`src/rtl/counter_pkg.sv`:
```
// Package: counter_pkg
// Shared types for the mode counter and the FIR control logic that drives it.
// The end-of-range mode encoding lives here so every user decodes it the
// same way.

package counter_pkg;

    // End-of-range behaviour; the reserved code behaves like CNT_WRAP.
    typedef enum logic [1:0] {
        CNT_WRAP    = 2'd0,
        CNT_SAT     = 2'd1,
        CNT_ONESHOT = 2'd2,
        CNT_RSVD    = 2'd3
    } cnt_mode_e;

    localparam int CNT_MODE_W = 2;

    // Map a raw mode code onto the enum, folding the reserved code into wrap.
    function automatic cnt_mode_e cnt_mode_decode(input logic [CNT_MODE_W-1:0] code);
        cnt_mode_e m;
        m = cnt_mode_e'(code);
        if (m == CNT_RSVD) begin
            m = CNT_WRAP;
        end
        return m;
    endfunction

endpackage

```
`src/rtl/count_prescaler.sv`:
```
// Module: count_prescaler
// Divides enabled cycles by PRESCALE: tick is high on the enabled cycle that
// completes a group of PRESCALE enabled cycles. The phase holds while en is
// low and returns to zero on rst or clr. Instantiated by mode_counter only
// when COUNT_PRESCALE_EN is defined.

module count_prescaler #(
    parameter int PRESCALE = 4
) (
    input  logic clk,
    input  logic rst,
    input  logic clr,
    input  logic en,
    output logic tick
);

    localparam int PS_W = (PRESCALE > 1) ? $clog2(PRESCALE) : 1;
    localparam logic [PS_W-1:0] PS_LAST = PS_W'(PRESCALE - 1);

    logic [PS_W-1:0] phase;

    assign tick = en && (phase == PS_LAST);

    // Phase counter: advances on enabled cycles, wraps after the tick cycle.
    always_ff @(posedge clk or posedge rst) begin
        if (rst) begin
            phase <= '0;
        end else if (clr) begin
            phase <= '0;
        end else if (en) begin
            if (phase == PS_LAST) begin
                phase <= '0;
            end else begin
                phase <= phase + 1'b1;
            end
        end
    end

endmodule

```
`src/rtl/mode_counter.sv`:
```
// Module: mode_counter
// Up/down counter over 0..MAX_COUNT-1 with a runtime step and three
// end-of-range modes (wrap, saturate, one-shot), sync clear and parallel
// load. Drives tap/coef index and sample-pointer sequencing in the FIR.
// Optional feature macro: COUNT_PRESCALE_EN -- when defined, the counter
// steps once per PRESCALE enabled cycles through count_prescaler; when not
// defined every enabled cycle is a step and no prescaler logic exists.

module mode_counter
    import counter_pkg::*;
#(
    parameter int MAX_COUNT = 512,
    parameter int STEP_W    = 4,
    parameter int PRESCALE  = 4
) (
    input  logic                         clk,
    input  logic                         rst,
    input  logic                         en,
    input  logic                         clr,
    input  logic                         load,
    input  logic [$clog2(MAX_COUNT)-1:0] load_val,
    input  logic                         up,
    input  logic [STEP_W-1:0]            step,
    input  logic [1:0]                   mode,
    output logic [$clog2(MAX_COUNT)-1:0] out,
    output logic                         tc,
    output logic                         wrap_pulse,
    output logic                         done
);

    localparam int CNT_W  = $clog2(MAX_COUNT);
    // One extra bit so out+step and out+MAX_COUNT-step never overflow.
    localparam int WIDE_W = CNT_W + 1;

    localparam logic [WIDE_W-1:0] MAX_WIDE  = WIDE_W'(MAX_COUNT);
    localparam logic [WIDE_W-1:0] LAST_WIDE = WIDE_W'(MAX_COUNT - 1);
    localparam logic [CNT_W-1:0]  LAST_CNT  = CNT_W'(MAX_COUNT - 1);

    // Parameter sanity: reject configurations the arithmetic cannot support.
    if (MAX_COUNT < 2) begin : g_bad_max_count
        $error("mode_counter: MAX_COUNT must be at least 2");
    end
    if ((2 ** STEP_W) - 1 >= MAX_COUNT) begin : g_bad_step_w
        $error("mode_counter: largest step must be below MAX_COUNT");
    end
    if (PRESCALE < 1) begin : g_bad_prescale
        $error("mode_counter: PRESCALE must be at least 1");
    end

    // ------------------------------------------------------------------
    // Step strobe: either every enabled cycle or a prescaled tick.
    // ------------------------------------------------------------------
    logic step_en;

`ifdef COUNT_PRESCALE_EN
    logic ps_tick;

    count_prescaler #(
        .PRESCALE (PRESCALE)
    ) u_prescaler (
        .clk  (clk),
        .rst  (rst),
        .clr  (clr | load),
        .en   (en),
        .tick (ps_tick)
    );

    assign step_en = ps_tick;
`else
    assign step_en = en;
`endif

    // ------------------------------------------------------------------
    // Next-state arithmetic
    // ------------------------------------------------------------------
    cnt_mode_e          cur_mode;
    logic [WIDE_W-1:0]  out_wide;
    logic [WIDE_W-1:0]  step_wide;
    logic [WIDE_W-1:0]  load_wide;
    logic [WIDE_W-1:0]  sum;
    logic [WIDE_W-1:0]  diff;
    logic [WIDE_W-1:0]  res;
    logic               overflow;
    logic               underflow;
    logic               do_step;
    logic [CNT_W-1:0]   nxt_out;
    logic               nxt_wrap;
    logic               nxt_done;

    // Combinational next value of out/wrap_pulse/done; clr > load > step.
    always_comb begin
        cur_mode  = cnt_mode_decode(mode);
        out_wide  = {1'b0, out};
        step_wide = WIDE_W'(step);
        load_wide = {1'b0, load_val};
        sum       = out_wide + step_wide;
        diff      = out_wide - step_wide;
        overflow  = (sum > LAST_WIDE);
        underflow = (step_wide > out_wide);
        // A finished one-shot ignores en until clr/load/rst; step 0 holds.
        do_step   = step_en && !done && (step != '0);
        res       = out_wide;
        nxt_wrap  = 1'b0;
        nxt_done  = done;

        if (clr) begin
            res      = '0;
            nxt_done = 1'b0;
        end else if (load) begin
            res      = (load_wide > LAST_WIDE) ? LAST_WIDE : load_wide;
            nxt_done = 1'b0;
        end else if (do_step) begin
            case (cur_mode)
                CNT_SAT: begin
                    if (up) begin
                        res = overflow ? LAST_WIDE : sum;
                    end else begin
                        res = underflow ? '0 : diff;
                    end
                end
                CNT_ONESHOT: begin
                    if (up) begin
                        if (sum >= LAST_WIDE) begin
                            res      = LAST_WIDE;
                            nxt_done = 1'b1;
                        end else begin
                            res = sum;
                        end
                    end else begin
                        if (step_wide >= out_wide) begin
                            res      = '0;
                            nxt_done = 1'b1;
                        end else begin
                            res = diff;
                        end
                    end
                end
                default: begin
                    if (up) begin
                        if (overflow) begin
                            res      = sum - MAX_WIDE;
                            nxt_wrap = 1'b1;
                        end else begin
                            res = sum;
                        end
                    end else begin
                        if (underflow) begin
                            res      = out_wide + MAX_WIDE - step_wide;
                            nxt_wrap = 1'b1;
                        end else begin
                            res = diff;
                        end
                    end
                end
            endcase
        end

        nxt_out = res[CNT_W-1:0];
    end

    // Count state registers with asynchronous reset.
    always_ff @(posedge clk or posedge rst) begin
        if (rst) begin
            out        <= '0;
            wrap_pulse <= 1'b0;
            done       <= 1'b0;
        end else begin
            out        <= nxt_out;
            wrap_pulse <= nxt_wrap;
            done       <= nxt_done;
        end
    end

    // Terminal count follows direction only, regardless of mode.
    assign tc = up ? (out == LAST_CNT) : (out == '0);

endmodule

```
`config.mk`:
```
export PLATFORM = sky130hd
export DESIGN_NAME = mode_counter
export DESIGN_NICKNAME = d
export VERILOG_FILES = /design/src/rtl/counter_pkg.sv /design/src/rtl/count_prescaler.sv /design/src/rtl/mode_counter.sv
export SDC_FILE = /design/constraint.sdc
export NUM_CORES = 1
export LEC_CHECK = 0
export BUFFER_PORTS_ARGS = -buffer_cell sky130_fd_sc_hd__buf_2
export CAP_MARGIN = 10
export CORE_UTILIZATION = 40
export DETAILED_ROUTE_END_ITERATION = 10
export PLACE_DENSITY = 0.68
export SYNTH_ARGS = -nofsm -noshare
export SYNTH_HDL_FRONTEND = slang
export SYNTH_SLANG_ARGS = --single-unit
```
`constraint.sdc`:
```
create_clock -name clk -period 4.6 [get_ports clk]
set_clock_uncertainty 0.05 [all_clocks]
set_input_delay 0.23 -clock clk [delete_from_list [all_inputs] [get_ports clk]]
set_output_delay 0.23 -clock clk [all_outputs]
set_load 0.1 [all_outputs]
```
Word level (Yosys, flattened, before mapping)
Cells that the tools add are included.
- add/sub/neg operators: 5
- $lt $le $gt $ge: 4
- eq/ne operators: 5
- multiplexer cells: 29
- reduce and logical (&&, ||, !) cells: 10
- operators by type and width (cell ; number):
    $mux 9 ; 12
    $pmux 9 s2 ; 1
    $sub 9x4->9 ; 2
    $mux 1 ; 15
    $add 9x4->10 ; 1
    $ge 10x9->1 const B ; 1
    $gt 10x9->1 const B ; 1
    $add 9x1->9 const B ; 1
    $eq 9x9->1 const B ; 1
    $ge 4x9->1 ; 1
    $gt 4x9->1 ; 1
    $logic_not 9->1 ; 1
    $sub 9x1->9 const B ; 1
    $reduce_bool 4->1 ; 2
    $reduce_bool 3->1 ; 2
    $eq 2x2->1 const B ; 2
    $ne 4x3->1 const B ; 1
    $reduce_and 4->1 ; 1
    $eq 2x1->1 const B ; 1
    $logic_and 1x1->1 ; 2
    $mux 2 ; 1
    $reduce_or 2->1 ; 1
    $logic_not 1->1 ; 1
- register bits after elaboration: 11
- word-level logic and storage cells: 56

Logic depth before layout (Yosys ltp)
- word-level depth: 8
- depth in mapped cells: 11
- gate-level depth less buffers: 11

Worst setup path before layout
Ideal clock, no wire load.
- kind: register to register
- from: register out[2]
- to: register done
- setup time: 0.087 ns
- arrival time: 2.863 ns
- slack: 1.600 ns
- cell stages (with the launch flop): 10
- path buffers: 1
- cells stage by stage: dfrtp_1 > ha_1 > buf_6 > or3b_4 > a31oi_4 > o21ai_2 > xor2_1 > nor3_2 > o2111ai_1 > a211oi_2
- longest elaborated chain between the ends: 4
- elaborated cells on any way between the ends: 6
- classes of those cells: add/sub (1); order compare (2); eq/ne (1); reduce/logical (2)
- ends and longest elaborated chain (element ; line ; RTL):
    start: declaration ; mode_counter.sv:25 ; output logic [$clog2(MAX_COUNT)-1:0] out,
    start signal: assignment ; mode_counter.sv:168 ; out <= nxt_out;
    $add 9x4->10 ; mode_counter.sv:96 ; sum = out_wide + step_wide;
    $ge 10x9->1 ; mode_counter.sv:123 ; if (sum >= LAST_WIDE) begin
    $ne 4x3->1 (no line) ; - ;
    $reduce_and 4->1 (no line) * ; - ;
    end signal: assignment ; mode_counter.sv:170 ; done <= nxt_done;
    end: declaration ; mode_counter.sv:28 ; output logic done
Mark *: on every way between the ends. The rest lies on a longest branch, timed or not.
A chain may end at the register's enable or synchronous reset.

Final worst setup path
Ends and elaborated chain as after synthesis.

==> results by group <==
Outcome
  • Status: completed

Final layout
  • Final cell count without fillers: 280
  • Ratio of cells with drive above 1 in the final layout: approximately 22%
  • # diodes: 0
  • Fin nets: between 200 and 300
  • Layout area overhead: 12.4%
  • Final cell area excluding filler cells: 1810 µm²
  • Core Util, Final: a little under half
  • Fillcell total: 393

Timing
  • Slew @ Worst Pin: between 0.5 and 0.6 ns
  • Final Hold Viols: 0
  • Fmax: ~380 MHz
  • Tcrit/Tclk final: 57.6%
  • Slew Viols, Final: 0
  • Post-layout min period: approximately 2.6 ns
  • Final setup fails: 0
  • RSZ-0062 raised after global routing: no
  • PnR worst setup slack: slightly below 2 ns
  • Total Negative Setup Slacks: 0 ns
  • Worst hold slack: ~0.2 ns
  • Headroom to the max-slew limit: approximately two thirds

Floorplan
  • Core ar.: between 3000 and 4000 µm²
  • Top Ports: 33
  • Die width: 65.4 µm
  • Die ar.: between 4000 and 5000 µm²
  • Die Y-Extent: about 65 µm
  • Row count: 22
  • Initial Utilization: about 43%

Synthesis
  • Cell Area, Synth: 1610 µm²
  • Share of the synthesized area in the top cell type: between 15 and 20%
  • Post-synth ARST share: 100%
  • Most common cell in the netlist: nor2_1
  • Cells after Synth: roughly 210
  • Predominant post-synthesis flop cell: dfrtp_1
  • Distinct cells, synth: 66
  • Post-synthesis register bit count: 11
  • Yosys warnings: 0
  • Synth cell count leaders: nor2_1 (22), nand2_1 (18), a21oi_1 (16), inv_1 (16), dfrtp_1 (11)
  • Syn Nets: 240
  • Yosys top cell by area: dfrtp_1
  • Synth area leaders: dfrtp_1 (17%), ha_1 (7.8%), nor2_1 (5.1%)
  • Register area share after synthesis: between 10% and 20%
  • Avg Cell Area, Syn: approximately 7.8 µm²
  • Number of flops mapped to enable cells by yosys: 0

Detailed routing
  • Remaining antenna violation count after routing: 0
  • Residual DRC: 0
  • Vias per inst: ~5.9
  • Drt first pass iters: 5
  • WL/cell: between 15 and 20 µm
  • Final WL: approximately 4.3 mm
  • Initial drt markers: roughly 140
  • Via count: between 1.5k and 2k

Place
  • Number of port buffers: 32
  • Placed Area: about 1800 µm²
  • Cell count after placement: around 280
  • GP Congestion: 0.895
  • Dpl ws: roughly 2.0 ns
  • Hpwl dp: 3.45 mm

Clock network
  • Clock transition at the registers of the reported paths: 0.05 ns
  • CTS Buf Count: 3
  • CTS sink count: 11
  • H-tree depth: 1
  • Post-CTS sizing: 0
  • CTS Hold Bufs: 1
  • CTS Root Cell: clkbuf_8
  • Worst-case clock buffer depth: 2
  • CTS tree: done
  • Clk Latency, worst-skew pair: about 0.23 ns
  • Post-CTS Repair Setup Buffers: 0

Worst setup path
  • Worst Path Required: 4.70 ns
  • Reg2Reg Launch Point: out[2]
  • CP arrival: between 2 and 3 ns
  • Worst Path Max Fanout: 9
  • Crit. End Element: flop
  • Worst setup SP type: flop
  • Worst Setup SP: out[2]
  • Crit Path Class: flop to flop

Global route
  • Largest net degree at the start of global routing: 25
  • Gr usage total: 22.1%
  • Initial antenna violation count: 0
  • Grt ovf: 0
  • Vias in the first global route: about 1.6k
  • First-pass GRT wire length: between 7 and 8 mm

Pwr
  • Total power: 0.460 mW
  • Leak Pwr: around 0.8 nW
  • P per Cell Area: around 250 nW/µm²
  • Max IR drop VDD: about 0.18 mV

Flow run
  • Max_cap viols: 0

Hold path
  • Hold/Removal Path Class: input port to flop
  • Hold_sp: load_val[0]
## kinds of logic after synthesis
group	share of synthesized area [%]
AND/OR/NAND/NOR	26.7
AO/OA/AOI/OAI	31.4
buffers and inverters	8.48
adder cells (fa/ha/maj)	10.3
flip-flops	17.1
XOR/XNOR	5.45
multiplexers	0.623
## flip-flops by register name, summed over array words and instances, names as in the netlist
| register | cells |
|---|---|
| out | 9 |
| wrap_pulse | 1 |
| done | 1 |
## power breakdown
group	internal [mW]	switching, mW
Clock	0.0607	0.0343
Combinational	0.0814	0.163
Sequential	0.103	0.0173
## layer usage
metal,vias up,global-route usage [%],routed length [µm]
met5,-,0,0
met4,0,2.72,32
met2,54,36.2,2020
met1,780,31.1,2030
li1,807,-,-
met3,4,3.82,247
## worst paths after layout
check	slack [ns]	depth (start not counted)	to
max in group asynchronous	3.72	3	out[8]
min in group asynchronous	0.48	3	out[1]
worst max-delay path	1.95	8	done
worst min-delay path	0.20	3	out[0]
worst min register to register	0.67	2	done
worst max register to register	1.95	8	done
## layout by cell type, fill, tap and decap left out, drive strengths merged, types with 2 or more instances in the layout
master and count:
a211oi 4, a21o 3, a21oi 17, a221oi 2, a31oi 3, and3 6
buf 32, clkbuf 4, dfrtp 11, fa 2, ha 10, inv 16
nand2 18, nand2b 5, nand3 2, nand3b 2, nand4 2, nor2 23
nor2b 2, nor3 7, nor4 3, o21a 2, o21ai 10, o21bai 2
o221ai 2, o22ai 4, o2bb2ai 2, o31ai 2, o32ai 3, or3 3
xnor2 7, xor2 3
## critical path: stages, from the launching register on
cell and delay (ns):
dfrtp_1 0.45, ha_1 0.44, or3b_4 0.44, a31oi_4 0.24, o21ai_2 0.08, xor2_1 0.19, nor3_2 0.32, o2111ai_1 0.16
a211oi_2 0.20
## cell type report
| class | instances | area [µm²] | area share, % |
|---|---|---|---|
| repair buffers | 33 | 170 | 9.42 |
| well taps | 48 | 60.1 | 3.32 |
| inverters | 16 | 60.1 | 3.32 |
| multi-input cells | 168 | 1200 | 66.2 |
| clock buffers | 4 | 45.0 | 2.49 |
| flip-flops and latches | 11 | 275 | 15.2 |
No activity file was read; power rests on OpenSTA's default activity.
